`src/rtl/rf_arb_pkg.sv`:
```
// Shared definitions for the register-file write-port arbiter:
// requester count, index width, FSM encoding and the round-robin pick.
package rf_arb_pkg;

   localparam int NREQ  = 4;
   localparam int IDX_W = 2;

   typedef enum logic {
      ST_IDLE  = 1'b0,
      ST_GRANT = 1'b1
   } state_t;

   // First set request bit found searching circularly upward from ptr.
   // Walking the offsets from high to low lets the smallest offset win.
   function automatic logic [IDX_W-1:0] rr_pick(input logic [NREQ-1:0]  req,
                                                 input logic [IDX_W-1:0] ptr);
      logic [IDX_W-1:0] idx;
      rr_pick = ptr;
      for (int k = NREQ - 1; k >= 0; k--) begin
         idx = ptr + IDX_W'(k);
         if (req[idx]) rr_pick = idx;
      end
   endfunction

endpackage

```
`src/rtl/onehot_dec_2x4.sv`:
```
// 2-bit index to 4-bit one-hot decoder with enable; all-zero when disabled.
module onehot_dec_2x4 (
   input  logic [1:0] i_idx,
   input  logic       i_en,
   output logic [3:0] o_onehot
);

   // Decode index to a single set bit, forced to zero when not enabled
   always_comb begin
      o_onehot = 4'b0000;
      if (i_en) o_onehot[i_idx] = 1'b1;
   end

endmodule

```
`src/rtl/rf_wr_port_arbiter.sv`:
```
// Round-robin arbiter sharing the single register-file write port among
// ALU writeback, load unit, link-register update and debug write.
// A requester holds the port while its request stays high, but gives it up
// after MAX_BURST consecutive cycles whenever someone else is waiting.
module rf_wr_port_arbiter
   import rf_arb_pkg::*;
#(
   parameter int DATA_W    = 32,
   parameter int ADDR_W    = 4,
   parameter int MAX_BURST = 4
) (
   input  logic                     clk,
   input  logic                     reset,
   input  logic [NREQ-1:0]          req,
   input  logic [NREQ*ADDR_W-1:0]   wr_addr_bus,
   input  logic [NREQ*DATA_W-1:0]   wr_data_bus,
   output logic [NREQ-1:0]          gnt,
   output logic [IDX_W-1:0]         gnt_idx,
   output logic                     busy,
   output logic                     rf_we,
   output logic [ADDR_W-1:0]        rf_addr,
   output logic [DATA_W-1:0]        rf_data
);

   // A 1-bit counter still works for MAX_BURST==1 (limit value is then 0).
   localparam int CNT_W = (MAX_BURST > 1) ? $clog2(MAX_BURST) : 1;

   state_t             r_state;
   logic [IDX_W-1:0]   r_ptr;
   logic [IDX_W-1:0]   r_gnt_idx;
   logic [CNT_W-1:0]   r_burst_cnt;

   logic               w_busy;
   logic               w_cur_req;
   logic [NREQ-1:0]    w_other_req;
   logic               w_others;
   logic               w_at_limit;
   logic               w_release;
   logic [IDX_W-1:0]   w_next_ptr;
   logic [ADDR_W-1:0]  w_sel_addr;
   logic [DATA_W-1:0]  w_sel_data;

   assign w_busy      = (r_state == ST_GRANT);
   assign w_cur_req   = req[r_gnt_idx];
   assign w_at_limit  = (r_burst_cnt == CNT_W'(MAX_BURST - 1));
   assign w_next_ptr  = r_gnt_idx + IDX_W'(1);

   // Pending requests excluding the current owner
   always_comb begin
      w_other_req            = req;
      w_other_req[r_gnt_idx] = 1'b0;
   end

   assign w_others  = |w_other_req;
   assign w_release = !w_cur_req || (w_at_limit && w_others);

   // Arbitration FSM: winner index, round-robin pointer and burst length
   always_ff @(posedge clk or posedge reset) begin
      if (reset) begin
         r_state     <= ST_IDLE;
         r_ptr       <= '0;
         r_gnt_idx   <= '0;
         r_burst_cnt <= '0;
      end else begin
         case (r_state)
            ST_IDLE: begin
               if (|req) begin
                  r_gnt_idx   <= rr_pick(req, r_ptr);
                  r_burst_cnt <= '0;
                  r_state     <= ST_GRANT;
               end
            end
            ST_GRANT: begin
               if (w_release) begin
                  r_ptr       <= w_next_ptr;
                  r_burst_cnt <= '0;
                  // Hand over directly when someone else waits: no idle bubble
                  if (w_others) begin
                     r_gnt_idx <= rr_pick(w_other_req, w_next_ptr);
                  end else begin
                     r_state   <= ST_IDLE;
                  end
               end else if (!w_at_limit) begin
                  r_burst_cnt <= r_burst_cnt + CNT_W'(1);
               end
            end
            default: r_state <= ST_IDLE;
         endcase
      end
   end

   // Grant lines come straight from the registered index, gated by busy
   onehot_dec_2x4 u_gnt_dec (
      .i_idx    (r_gnt_idx),
      .i_en     (w_busy),
      .o_onehot (gnt)
   );

   // Select the owner's address and data slices
   always_comb begin
      w_sel_addr = wr_addr_bus[ADDR_W*int'(r_gnt_idx) +: ADDR_W];
      w_sel_data = wr_data_bus[DATA_W*int'(r_gnt_idx) +: DATA_W];
   end

   // Write enable follows the owner's live request so a drop writes nothing;
   // reset clears the state asynchronously, so rf_we falls immediately.
   assign gnt_idx = r_gnt_idx;
   assign busy    = w_busy;
   assign rf_we   = w_busy && w_cur_req;
   assign rf_addr = rf_we ? w_sel_addr : '0;
   assign rf_data = rf_we ? w_sel_data : '0;

endmodule

```
`config.mk`:
```
export PLATFORM = sky130hd
export DESIGN_NAME = rf_wr_port_arbiter
export DESIGN_NICKNAME = d
export VERILOG_FILES = /design/src/rtl/rf_arb_pkg.sv /design/src/rtl/onehot_dec_2x4.sv /design/src/rtl/rf_wr_port_arbiter.sv
export SDC_FILE = /design/constraint.sdc
export NUM_CORES = 1
export LEC_CHECK = 0
export BUFFER_PORTS_ARGS = -buffer_cell sky130_fd_sc_hd__buf_2
export CAP_MARGIN = 20
export CELL_PAD_IN_SITES_DETAIL_PLACEMENT = 1
export CELL_PAD_IN_SITES_GLOBAL_PLACEMENT = 1
export CORE_UTILIZATION = 26
export DETAILED_ROUTE_END_ITERATION = 6
export PLACE_DENSITY = 0.95
export RECOVER_POWER = 50
export SLEW_MARGIN = 10
export SYNTH_ARGS = -nofsm -noshare
export SYNTH_HDL_FRONTEND = slang
export SYNTH_HIERARCHICAL = 1
export SYNTH_SLANG_ARGS = --single-unit
```
`constraint.sdc`:
```
create_clock -name clk -period 3 [get_ports clk]
set_input_delay 0.6 -clock clk [delete_from_list [all_inputs] [get_ports clk]]
set_output_delay 0.6 -clock clk [all_outputs]
set_load 0.01 [all_outputs]
```
==> metrics.txt <==
# TYPE chip_impl_metric gauge
chip_impl_metric{name="power.density",unit="nW/um^2"} 868.7
chip_impl_metric{name="period_needed",unit="ps"} 2856
chip_impl_metric{name="route.detailed.vias_per_inst",unit=""} 5.239
chip_impl_metric{name="io_pins",unit=""} 194
chip_impl_info{name="final_cell_mix",value="sky130_fd_sc_hd__buf_2, sky130_fd_sc_hd__mux4_2, sky130_fd_sc_hd__and3_1"} 1
chip_impl_metric{name="slew_headroom",unit=""} 0.2276
chip_impl_metric{name="drt_iter0_drc",unit=""} 48
chip_impl_info{name="critPathLaunchType",value="flop"} 1
chip_impl_metric{name="worst-path-stages",unit=""} 4
chip_impl_metric{name="worst_pin_slew",unit="ps"} 1159
chip_impl_info{name="holdCritPathClass",value="in2async"} 1
chip_impl_metric{name="setup_slack",unit="ps"} 143.7
chip_impl_metric{name="grt_antenna_before_repair",unit=""} 1
chip_impl_metric{name="syn-num-nets",unit=""} 331
chip_impl_metric{name="reg2reg_slack",unit="ps"} 220
chip_impl_metric{name="post_cts_resize_count",unit=""} 0
chip_impl_metric{name="detailed_place.area",unit="sq um"} 2912
chip_impl_metric{name="die_width",unit="um"} 86.82
chip_impl_metric{name="worstPathBufferInverterCount",unit=""} 2
chip_impl_info{name="outcome",value="finished, final reports clean"} 1
chip_impl_metric{name="synthesis.instances",unit=""} 176
chip_impl_info{name="critical_path.slowest_cell",value="sky130_fd_sc_hd__clkbuf_2"} 1
chip_impl_metric{name="num_rows",unit=""} 30
chip_impl_metric{name="first_pass_grt_wire_length",unit="mm"} 13.22
chip_impl_metric{name="routed_wire_length",unit="mm"} 8.906
chip_impl_metric{name="placement.setup.worst_slack",unit="ps"} 299.4
chip_impl_metric{name="synthesis.area",unit="sq um"} 1871
chip_impl_metric{name="critical_path_arrival",unit="ps"} 2260
chip_impl_metric{name="crit_fanout",unit=""} 45
chip_impl_metric{name="ff2ff_path_depth",unit=""} 7
chip_impl_metric{name="drt_pass1_iterations",unit=""} 4
chip_impl_info{name="cts-root-buf",value="sky130_fd_sc_hd__clkbuf_8"} 1
chip_impl_metric{name="num-fill-cells",unit=""} 874
chip_impl_metric{name="port_buffers",unit=""} 193
chip_impl_metric{name="fin_nets",unit=""} 515
chip_impl_metric{name="skew",unit="ps"} 0.9027
chip_impl_metric{name="synth.yosys.seq_area_share",unit=""} 0.09365
chip_impl_metric{name="grt.overflow.total",unit=""} 0
chip_impl_metric{name="power.leakage",unit="nW"} 1.527
chip_impl_metric{name="floorplan.die_area",unit="sq um"} 7538
chip_impl_metric{name="cap_viol_max_count",unit=""} 0
chip_impl_metric{name="yosysWarnings",unit=""} 6
chip_impl_metric{name="power.ir.vdd_worst",unit="mV"} 0.3128
chip_impl_info{name="crit_family",value="buffers and inverters"} 1
chip_impl_metric{name="finalMaxSlewViolations",unit=""} 0
chip_impl_info{name="cp_cell_sequence",value="clkbuf_2, mux4_2, and3_1, buf_2"} 1
chip_impl_metric{name="gp_congestion",unit=""} 0.8266
chip_impl_metric{name="layoutNonFillerInstCount",unit=""} 456
chip_impl_metric{name="clock_tree.htree_level_count",unit=""} 1
chip_impl_metric{name="ys_types",unit=""} 43
chip_impl_metric{name="cts_setup_buffers",unit=""} 0
chip_impl_metric{name="finish.instance_area",unit="sq um"} 2930
chip_impl_metric{name="min_period_over_period",unit=""} 0.9521
chip_impl_metric{name="grt_max_degree",unit=""} 53
chip_impl_metric{name="place_inst",unit=""} 451
chip_impl_metric{name="layout-drive-gt1-share",unit=""} 0.6602
chip_impl_info{name="critical_path.endpoint_type",value="output port"} 1
chip_impl_metric{name="start_util",unit=""} 0.2723
chip_impl_metric{name="fmax",unit="MHz"} 350.1
chip_impl_metric{name="postSynthRegisterBits",unit=""} 7
chip_impl_metric{name="dp.final_hpwl",unit="mm"} 7.403
chip_impl_metric{name="residual_drc",unit=""} 0
chip_impl_metric{name="grt_pass1_vias",unit=""} 2612
chip_impl_metric{name="tritoncts_num_sinks",unit=""} 7
chip_impl_metric{name="via_count",unit=""} 2389
chip_impl_metric{name="areaGrowthSynthToFinish",unit="%"} 56.66
chip_impl_metric{name="ant_nets",unit=""} 0
chip_impl_metric{name="core_area",unit="sq um"} 6869
chip_impl_metric{name="critical-path-max-stage-delay",unit="ps"} 850
chip_impl_metric{name="setup_total_negative_slack",unit="ps"} 0
chip_impl_metric{name="ctsHoldBuffers",unit=""} 0
chip_impl_metric{name="clk_path_buf_depth",unit=""} 2
chip_impl_metric{name="setup_viol",unit=""} 0
chip_impl_info{name="crit_type",value="reg2out"} 1
chip_impl_metric{name="clkLatencyLatePin",unit="ps"} 230
chip_impl_info{name="grt_setup_unrepaired",value="no"} 1
chip_impl_metric{name="hold_violations",unit=""} 0
chip_impl_metric{name="cp_required",unit="ps"} 2400
chip_impl_info{name="commonest_non_fill_non_tap_cell_in_the_layout",value="sky130_fd_sc_hd__buf_2"} 1
chip_impl_metric{name="postSynthAreaPerCell",unit="sq um"} 10.63
chip_impl_metric{name="clkTransAtPathRegs",unit="ps"} 40
chip_impl_metric{name="grt_usage",unit=""} 0.2307
chip_impl_metric{name="cts_inserted_buffers",unit=""} 3
chip_impl_metric{name="drt-wirelength-per-cell",unit="um"} 19.53
chip_impl_metric{name="die_h",unit="um"} 86.82
chip_impl_info{name="clock_tree_from_tritoncts",value="done"} 1
power breakdown:
part,internal (mW),switching (mW),total [mW]
sequential,0.143,0.0681,0.211
combinational,1.09,1.11,2.20
clock,0.0920,0.0419,0.134
per-stage QoR:
step	util	total power, mW	hold WS [ps]
5_1_grt	0.4262	2.750	311.5
3_3_place_gp	0.4239	2.376	466.2
3_5_place_dp	0.4239	2.454	492.1
6_report	0.4266	2.546	295.5
2_1_floorplan	-	1.772	403.4
4_1_cts	0.4304	2.599	302.1
worst paths after layout:
path / start / endpoint
worst min register to register: r_burst_cnt[0]$_DFFE_PP0P_ / r_burst_cnt[0]$_DFFE_PP0P_
min in group clk: r_burst_cnt[0]$_DFFE_PP0P_ / r_burst_cnt[0]$_DFFE_PP0P_
worst min-delay path: reset / r_ptr[1]$_DFFE_PP0P_
worst max-delay path: gnt_idx[1]$_DFFE_PP0P_ / rf_addr[0]
max in group asynchronous: reset / gnt_idx[0]$_DFFE_PP0P_
worst max register to register: gnt_idx[1]$_DFFE_PP0P_ / gnt_idx[0]$_DFFE_PP0P_
cell type report:
type | count | area, sq um | area share
tap | 96 | 120.1 | 0.04099
inverter | 5 | 18.77 | 0.006405
timing repair buffer | 197 | 978.4 | 0.3339
multi-input combinational | 146 | 1588 | 0.5418
clock buffer | 4 | 45.04 | 0.01537
antenna | 1 | 2.502 | 0.0008540
sequential | 7 | 177.7 | 0.06063
synth_stat cells (all sizes together):
master / n / area, sq um
a2bb2oi: 1 / 8.760
a21boi: 2 / 18.77
a211oi: 1 / 7.510
mux4: 36 / 810.8
o21ai: 6 / 30.02
nand3: 1 / 5.000
nor2: 4 / 15.01
inv: 5 / 18.76
clkbuf: 11 / 41.29
nand4b: 1 / 8.760
nand2b: 4 / 25.02
a2111oi: 2 / 23.77
nand3b: 2 / 15.01
nor3b: 1 / 12.51
o311ai: 1 / 8.760
buf: 7 / 36.28
nand4: 4 / 25.02
and3b: 2 / 17.52
o22ai: 2 / 12.51
nor3: 1 / 5.000
o211ai: 1 / 7.510
a21o: 1 / 7.510
o31a: 1 / 8.760
mux2i: 3 / 50.05
o221ai: 3 / 26.28
and3: 37 / 232.7
ha: 5 / 62.56
nor4bb: 1 / 10.01
or4: 2 / 15.01
a21oi: 4 / 20.02
mux2: 2 / 30.03
nand2: 7 / 26.28
dfrtp: 7 / 175.2
nor2b: 8 / 52.55
per-layer routing:
metal	global-route usage	wire, um	vias up
li1	-	-	1096
met1	0.2651	3366	1180
met2	0.4324	4924	101
met3	0.04571	520	12
met4	0.06061	94	0
met5	0	0	-
cells by family (layout without fill, tap and decap cells):
logic type                 count (synthesis)  after routing  share of synthesized area
DFF                                        7              7                    0.09365
buffers and inverters                     23            206                    0.05150
AOI/OAI and AO/OA                         25             25                    0.09632
adders and majority gates                  5              5                    0.03344
muxes                                     41             41                     0.4763
and+or+nand+nor                           75             75                     0.2488
other                                      0              1                          0
state kept, by name (all words and copies together) (netlist names):
signal / cells
r_ptr: 2
busy: 1
r_burst_cnt: 2
gnt_idx: 2
Note: power is estimated with default switching activity, not from simulation.
